--- config.mk ---
export PLATFORM = sky130hd
export DESIGN_NAME = sync_debounce
export DESIGN_NICKNAME = d
export VERILOG_FILES = /design/src/rtl/sync_pkg.sv /design/src/rtl/debounce_ch.sv /design/src/rtl/sync_debounce.sv
export SDC_FILE = /design/constraint.sdc
export NUM_CORES = 1
export LEC_CHECK = 0
export ABC_AREA = 0
export BUFFER_PORTS_ARGS = -buffer_cell sky130_fd_sc_hd__buf_2
export CORE_MARGIN = 3
export CORE_UTILIZATION = 60
export CTS_CLUSTER_DIAMETER = 30
export DETAILED_ROUTE_END_ITERATION = 10
export PLACE_DENSITY = 0.84
export SYNTH_ARGS = -nofsm -noshare
export SYNTH_HDL_FRONTEND = slang
export SYNTH_SLANG_ARGS = --single-unit
--- constraint.sdc ---
create_clock -name clk -period 2.1 [get_ports clk]
set_clock_uncertainty 0.05 [all_clocks]
set_input_delay 0.315 -clock clk [delete_from_list [all_inputs] [get_ports clk]]
set_output_delay 0.315 -clock clk [all_outputs]
set_load 0.1 [all_outputs]
--- src/rtl/sync_pkg.sv ---
// Shared defaults and helpers for the synchronise-and-debounce block.
package sync_pkg;

    localparam int unsigned SYNC_STAGES_DEF = 2;
    localparam int unsigned DB_CYCLES_DEF   = 16;

    // Counter must hold values 0..db_cycles; never narrower than one bit.
    function automatic int unsigned cnt_width(input int unsigned db_cycles);
        int unsigned w;
        w = $clog2(db_cycles + 1);
        return (w < 1) ? 1 : w;
    endfunction

endpackage

--- src/rtl/debounce_ch.sv ---
// One channel: reset-able synchroniser chain, stability counter, debounced
// level and registered rise/fall pulses.
module debounce_ch
    import sync_pkg::*;
#(
    parameter int unsigned STAGES    = SYNC_STAGES_DEF,
    parameter int unsigned DB_CYCLES = DB_CYCLES_DEF,
    parameter logic        INIT      = 1'b0
) (
    input  logic clk,
    input  logic rst_n,
    input  logic sig_i,
    output logic sig_sync_o,
    output logic level_o,
    output logic rise_o,
    output logic fall_o
);

    localparam int unsigned      CNT_W   = cnt_width(DB_CYCLES);
    localparam logic [CNT_W-1:0] CNT_MAX = CNT_W'(DB_CYCLES - 1);

    logic [STAGES-1:0] sync_q, sync_d;
    logic [CNT_W-1:0]  cnt_q, cnt_d;
    logic              level_q, level_d;
    logic              rise_q, rise_d;
    logic              fall_q, fall_d;
    logic              sync_last;

    assign sync_last = sync_q[STAGES-1];

    // Count consecutive disagreeing cycles; any agreement discards the count.
    always_comb begin
        sync_d  = {sync_q[STAGES-2:0], sig_i};
        cnt_d   = '0;
        level_d = level_q;
        rise_d  = 1'b0;
        fall_d  = 1'b0;
        if (sync_last != level_q) begin
            if (cnt_q == CNT_MAX) begin
                level_d = sync_last;
                rise_d  = sync_last;
                fall_d  = ~sync_last;
            end else begin
                cnt_d = cnt_q + CNT_W'(1);
            end
        end
    end

    always_ff @(posedge clk or negedge rst_n) begin
        if (!rst_n) begin
            sync_q  <= {STAGES{INIT}};
            cnt_q   <= '0;
            level_q <= INIT;
            rise_q  <= 1'b0;
            fall_q  <= 1'b0;
        end else begin
            sync_q  <= sync_d;
            cnt_q   <= cnt_d;
            level_q <= level_d;
            rise_q  <= rise_d;
            fall_q  <= fall_d;
        end
    end

    assign sig_sync_o = sync_last;
    assign level_o    = level_q;
    assign rise_o     = rise_q;
    assign fall_o     = fall_q;

endmodule

--- src/rtl/sync_debounce.sv ---
// Multi-channel synchroniser/debouncer: WIDTH independent debounce_ch copies.
module sync_debounce
    import sync_pkg::*;
#(
    parameter int unsigned       WIDTH     = 4,
    parameter int unsigned       STAGES    = SYNC_STAGES_DEF,
    parameter int unsigned       DB_CYCLES = DB_CYCLES_DEF,
    parameter logic [WIDTH-1:0]  INIT      = '0
) (
    input  logic             clk,
    input  logic             rst_n,
    input  logic [WIDTH-1:0] sig,
    output logic [WIDTH-1:0] sig_sync,
    output logic [WIDTH-1:0] level,
    output logic [WIDTH-1:0] rise,
    output logic [WIDTH-1:0] fall
);

    for (genvar g = 0; g < int'(WIDTH); g++) begin : g_ch
        debounce_ch #(
            .STAGES    (STAGES),
            .DB_CYCLES (DB_CYCLES),
            .INIT      (INIT[g])
        ) u_ch (
            .clk        (clk),
            .rst_n      (rst_n),
            .sig_i      (sig[g]),
            .sig_sync_o (sig_sync[g]),
            .level_o    (level[g]),
            .rise_o     (rise[g]),
            .fall_o     (fall[g])
        );
    end

endmodule

======== Word level (Yosys, flattened, before mapping) ========
Cells that the tools add are included.
cells by class
  bitwise logic cells ..................... 4
  $add $sub $neg .......................... 4
  mux-type cells .......................... 24
  eq/ne operators ......................... 8
  reduce and logical (&&, ||, !) cells .... 4
operators with widths
  cell                                           count
  2-to-1 mux 5 bit                               8
  adder 5 x 1 -> 5 bit, second input constant    4
  == test 5 x 4 -> 1 bit, second input constant  4
  2-to-1 mux 1 bit                               16
  AND reduction 2 bit                            4
  != test 1 bit                                  4
  inverter 1 bit                                 4
storage, ports and cells
  word-level logic and storage cells ...... 64
  output and inout port bits .............. 16
  register bits ........................... 40
  bits of input ports ..................... 6

======== Depth between registers and ports, before layout ========
  depth in word-level cells ............... 3
  mapped depth ............................ 4
  gate-level depth less buffers ........... 4

======== Hierarchy ========
Synthesis repeated with hierarchy kept, for this count alone.
second synthesis, totals
  cells, all modules ...................... 104
  area, all modules ....................... 1,496.4 µm²
modules (own cells, without submodules)
  module       times used  seq. area each (µm²)  cells an instance  area an instance (µm²)
  debounce_ch  4           250.2                 26                 374.1

======== Least setup slack after synthesis ========
OpenSTA, ideal clock, no wires.
  path kind ............................... reg-to-reg
  start ................................... register g_ch[3].u_ch.cnt_q[0]
  end ..................................... register g_ch[3].u_ch.level_q
  cell stages (with the launch flop) ...... 4
  arrival time ............................ 1.038 ns
  slack ................................... 0.887 ns
  required time ........................... 1.925 ns
  clock period less this slack ............ 1.213 ns
  path buffers ............................ 0
  library setup time ...................... 0.125 ns
  cells stage by stage .................... dfrtp_1 -> ha_1 -> nand4b_2 -> mux2_4
between the ends
  word-level cells in the longest chain between the ends .. 2
ends and longest elaborated chain
  element                               RTL line           source
  from (decl)                           debounce_ch.sv:23  logic [CNT_W-1:0] cnt_q, cnt_d;
  from (signal assigned)                debounce_ch.sv:58  cnt_q <= cnt_d;
  == test 5 x 4 -> 1 bit                debounce_ch.sv:39  if (cnt_q == CNT_MAX) begin
  AND reduction 2 bit (no source line)  --
  to (signal assigned)                  debounce_ch.sv:59  level_q <= level_d;
  to (decl)                             debounce_ch.sv:24  logic level_q, level_d;
Every way passes these cells.
A chain may end at the register's enable or synchronous reset.

======== Final worst setup path ========
  start ................................... register g_ch[0].u_ch.sync_q[1]
  end ..................................... output sig_sync[0]
RTL lines
  element                 RTL line             source
  from (decl)             debounce_ch.sv:22    logic [STAGES-1:0] sync_q, sync_d;
  from (signal assigned)  debounce_ch.sv:51    sync_q <= {STAGES{INIT}};
  from (signal assigned)  debounce_ch.sv:57    sync_q <= sync_d;
  to (decl)               sync_debounce.sv:13  output logic [WIDTH-1:0] sig_sync,
No word-level cell between the ends.

==> metrics.yaml <==
status:
  status: "finished, violations left"
  violations: "negative hold slack"
setup_path:
  path_buf_inv: 1
  slowest_delay_ps: 460
  cp-start-kind: "flop"
  path_class: "reg -> out"
  crit_chain: "buf_2"
  crit_family: "buffers and inverters"
  critPathMaxFanout: 5
  critPathRequiredTime_ps: 1740
  critPathCaptureType: "output pin"
  cp_slowest_cell: "buf_2"
  worstPathArrival_ps: 1240
run:
  drv_cap: 0
pwr:
  leakagePower_nw: 1.04
  powerDensity_nw_per_um2: 738
  intPower_uw: 956
  p_comb_share_pct: 7.7
  power_frac_clock_pct: 28.8
  p_switching_uw: 334
  p_seq_share_pct: 63.6
  switching_share_pct: 25.9
  peakVddDrop_mv: 0.625
sta:
  clock.fmax_ghz: 0.622
  period_share_pct: 76.6
  fin_crit_ps: 1610
  slew_headroom_pct: 45.7
  setup_slack_ps: 492
  whs_ps: -7.18
  drv_slew: 0
  setup_violations: 0
  worst_slew_pin_slew_ps: 815
  hold_viol: 6
  rsz0062_at_grt: "false"
  setup-tns-final_ps: 0
logic_synthesis:
  ys_dominant_reg_cell: "dfrtp_1"
  ys_seq_area_share_pct: 61.4
  netlist.area_leader.share_pct: 61.4
  synth_common_cells: "40 x dfrtp_1, 16 x buf_4, 12 x xor2_1"
  ys_async_sr_fraction_pct: 100
  post-synth-top-count-cell: "dfrtp_1"
  avgSynthCellArea_sq_um: 13.6
  synth_edf_count: 0
  synthesis.area_sq_um: 1630
  yosys.area.top_type: "dfrtp_1"
  ys_warn_count: 0
  synth.area.top_cells: "dfrtp_1 61%, buf_4 7.4%, xor2_1 6.4%"
  yosys_register_bits: 40
  netlist_instances: 120
  yosysUniqueCellTypes: 15
  synth_nets: 130
global_routing:
  grt_pass1_wl_mm: 4.03
  antenna_found_initial: 0
  grt_max_degree: 41
  first_global_vias: 926
  grt-ovfl-total: 0
  track_usage_pct: 16.4
cts:
  post-cts-setup-buffers: 0
  insertion_delay_ps: 350
  cts_tree: "done"
  numCtsBuffers: 5
  cts_max_level: 2
  cts_resized: 0
  cts.path.max_buffers: 2
  clkTransAtPathRegs_ps: 120
  clock-sinks: 40
  cts-root-buf: "clkbuf_4"
detailed_routing:
  highest_layer: "met4"
  wl_met1_um: 927
  wl_met2_mm: 1.12
  drtIter0Drc: 22
  wl_per_cell_um: 13.4
  drt_pass1_iterations: 4
  via_per_inst: 5.30
  wl_met3_um: 116
  drc: 0
  drtAntennaViolNets: 0
  wl_mm: 2.23
  vias: 885
floorplanning:
  core.rowCount: 18
  die_width_um: 58.1
  ios: 22
  die_area_sq_um: 3380
  core_area_sq_um: 2520
  die-height_um: 58.1
  start_util_pct: 64.6
cells_and_area:
  drive_gt1_share_pct: 27.7
  synthToLayoutAreaGrowth_pct: 7.29
  final_nets: 146
  fin_area_sq_um: 1750
  n_antenna_cell: 0
place:
  placed_area_sq_um: 1650
  pre_cts_ws_ps: 816
  place.gp.congestion: 0.795
  io_buffers: 21
  dp_hpwl_mm: 1.53
hold_path:
  hold_class: "in -> async"
==> logic make-up (layout without fill, tap and decap cells) <==
group / Yosys count / count (layout) / share of synthesized area [%]
compound gates: 4 / 4 / 1.53
simple gates: 40 / 40 / 16.5
fa+ha+maj: 4 / 4 / 3.07
mux: 4 / 4 / 3.68
buf+inv: 16 / 33 / 7.37
xor+xnor: 12 / 12 / 6.45
flops: 40 / 40 / 61.4
==> final cells by class <==
class                           count  area [sq um]
Tap cell                           30          37.5
Fill cell                         182           773
Clock buffer                        5          37.5
Sequential cell                    40          1000
Timing Repair Buffer               25           145
Clock inverter                      3          18.8
Multi-Input combinational cell     64           509
==> final timing paths <==
check	endpoint	slack, ps	cells after the start	startpoint
max in group asynchronous	g_ch[1].u_ch.sync_q[1]	1500	1	rst_n
max reg2reg	g_ch[0].u_ch.level_o	810	3	g_ch[0].u_ch.cnt_q[0]
min reg2reg	g_ch[2].u_ch.sync_q[1]	310	0	g_ch[2].u_ch.sync_q[0]
min	g_ch[2].u_ch.fall_o	-7	1	rst_n
min in group clk	g_ch[2].u_ch.sync_q[1]	310	0	g_ch[2].u_ch.sync_q[0]
max	sig_sync[0]	490	1	g_ch[0].u_ch.sync_q[1]
==> power by group through the flow <==
stage | sequential (mW) | combinational, mW | clock, mW
floorplan | 0.830 | 0.0703 | 0
finish | 0.820 | 0.0989 | 0.371
global route | 0.824 | 0.111 | 0.428
CTS | 0.820 | 0.102 | 0.393
detailed placement | 0.835 | 0.0954 | 0
global placement | 0.832 | 0.0912 | 0
==> stage by stage <==
step / std cells / utilization (%) / power [mW]
finish: 167 / 69.3 / 1.29
global route: 167 / 69.3 / 1.36
CTS: 167 / 69.3 / 1.31
detailed placement: 155 / 65.5 / 0.931
global placement: 155 / 65.5 / 0.924
floorplan: 120 / - / 0.900
==> per-layer routing <==
layer / GRT usage (%) / vias to the layer above
li1: - / 417
met2: 26.8 / 24
met4: 9.93 / 0
met1: 17.8 / 438
met5: 0 / -
met3: 6.68 / 6
==> registers in the layout, indices dropped and copies added (netlist names) <==
signal,flops
g_ch.u_ch.rise_o,4
g_ch.u_ch.fall_o,4
g_ch.u_ch.sync_q,8
g_ch.u_ch.level_o,4
g_ch.u_ch.cnt_q,20
==> cell usage in the layout, fill, tap and decap left out <==
master | netlist | layout
nand4b_4 | 2 | 2
and2_1 | 6 | 6
and3_1 | 1 | 1
nand2_1 | 8 | 8
nand3_1 | 4 | 4
buf_2 | 0 | 21
dlygate4sd3_1 | 0 | 4
nand4b_2 | 2 | 2
xor2_1 | 12 | 12
mux2_4 | 4 | 4
dfrtp_1 | 40 | 40
and3_2 | 1 | 1
a31oi_1 | 4 | 4
clkbuf_4 | 0 | 5
nor2_1 | 8 | 8
ha_1 | 4 | 4
clkinv_2 | 0 | 2
clkinv_4 | 0 | 1
nor3b_1 | 8 | 8
==> timing repair <==
item	in CTS	in global routing
setup endpoints to repair	0	0
hold buffers	4	0
endpoints found under the hold margin	4	0
(Power assumes the default switching activity.)
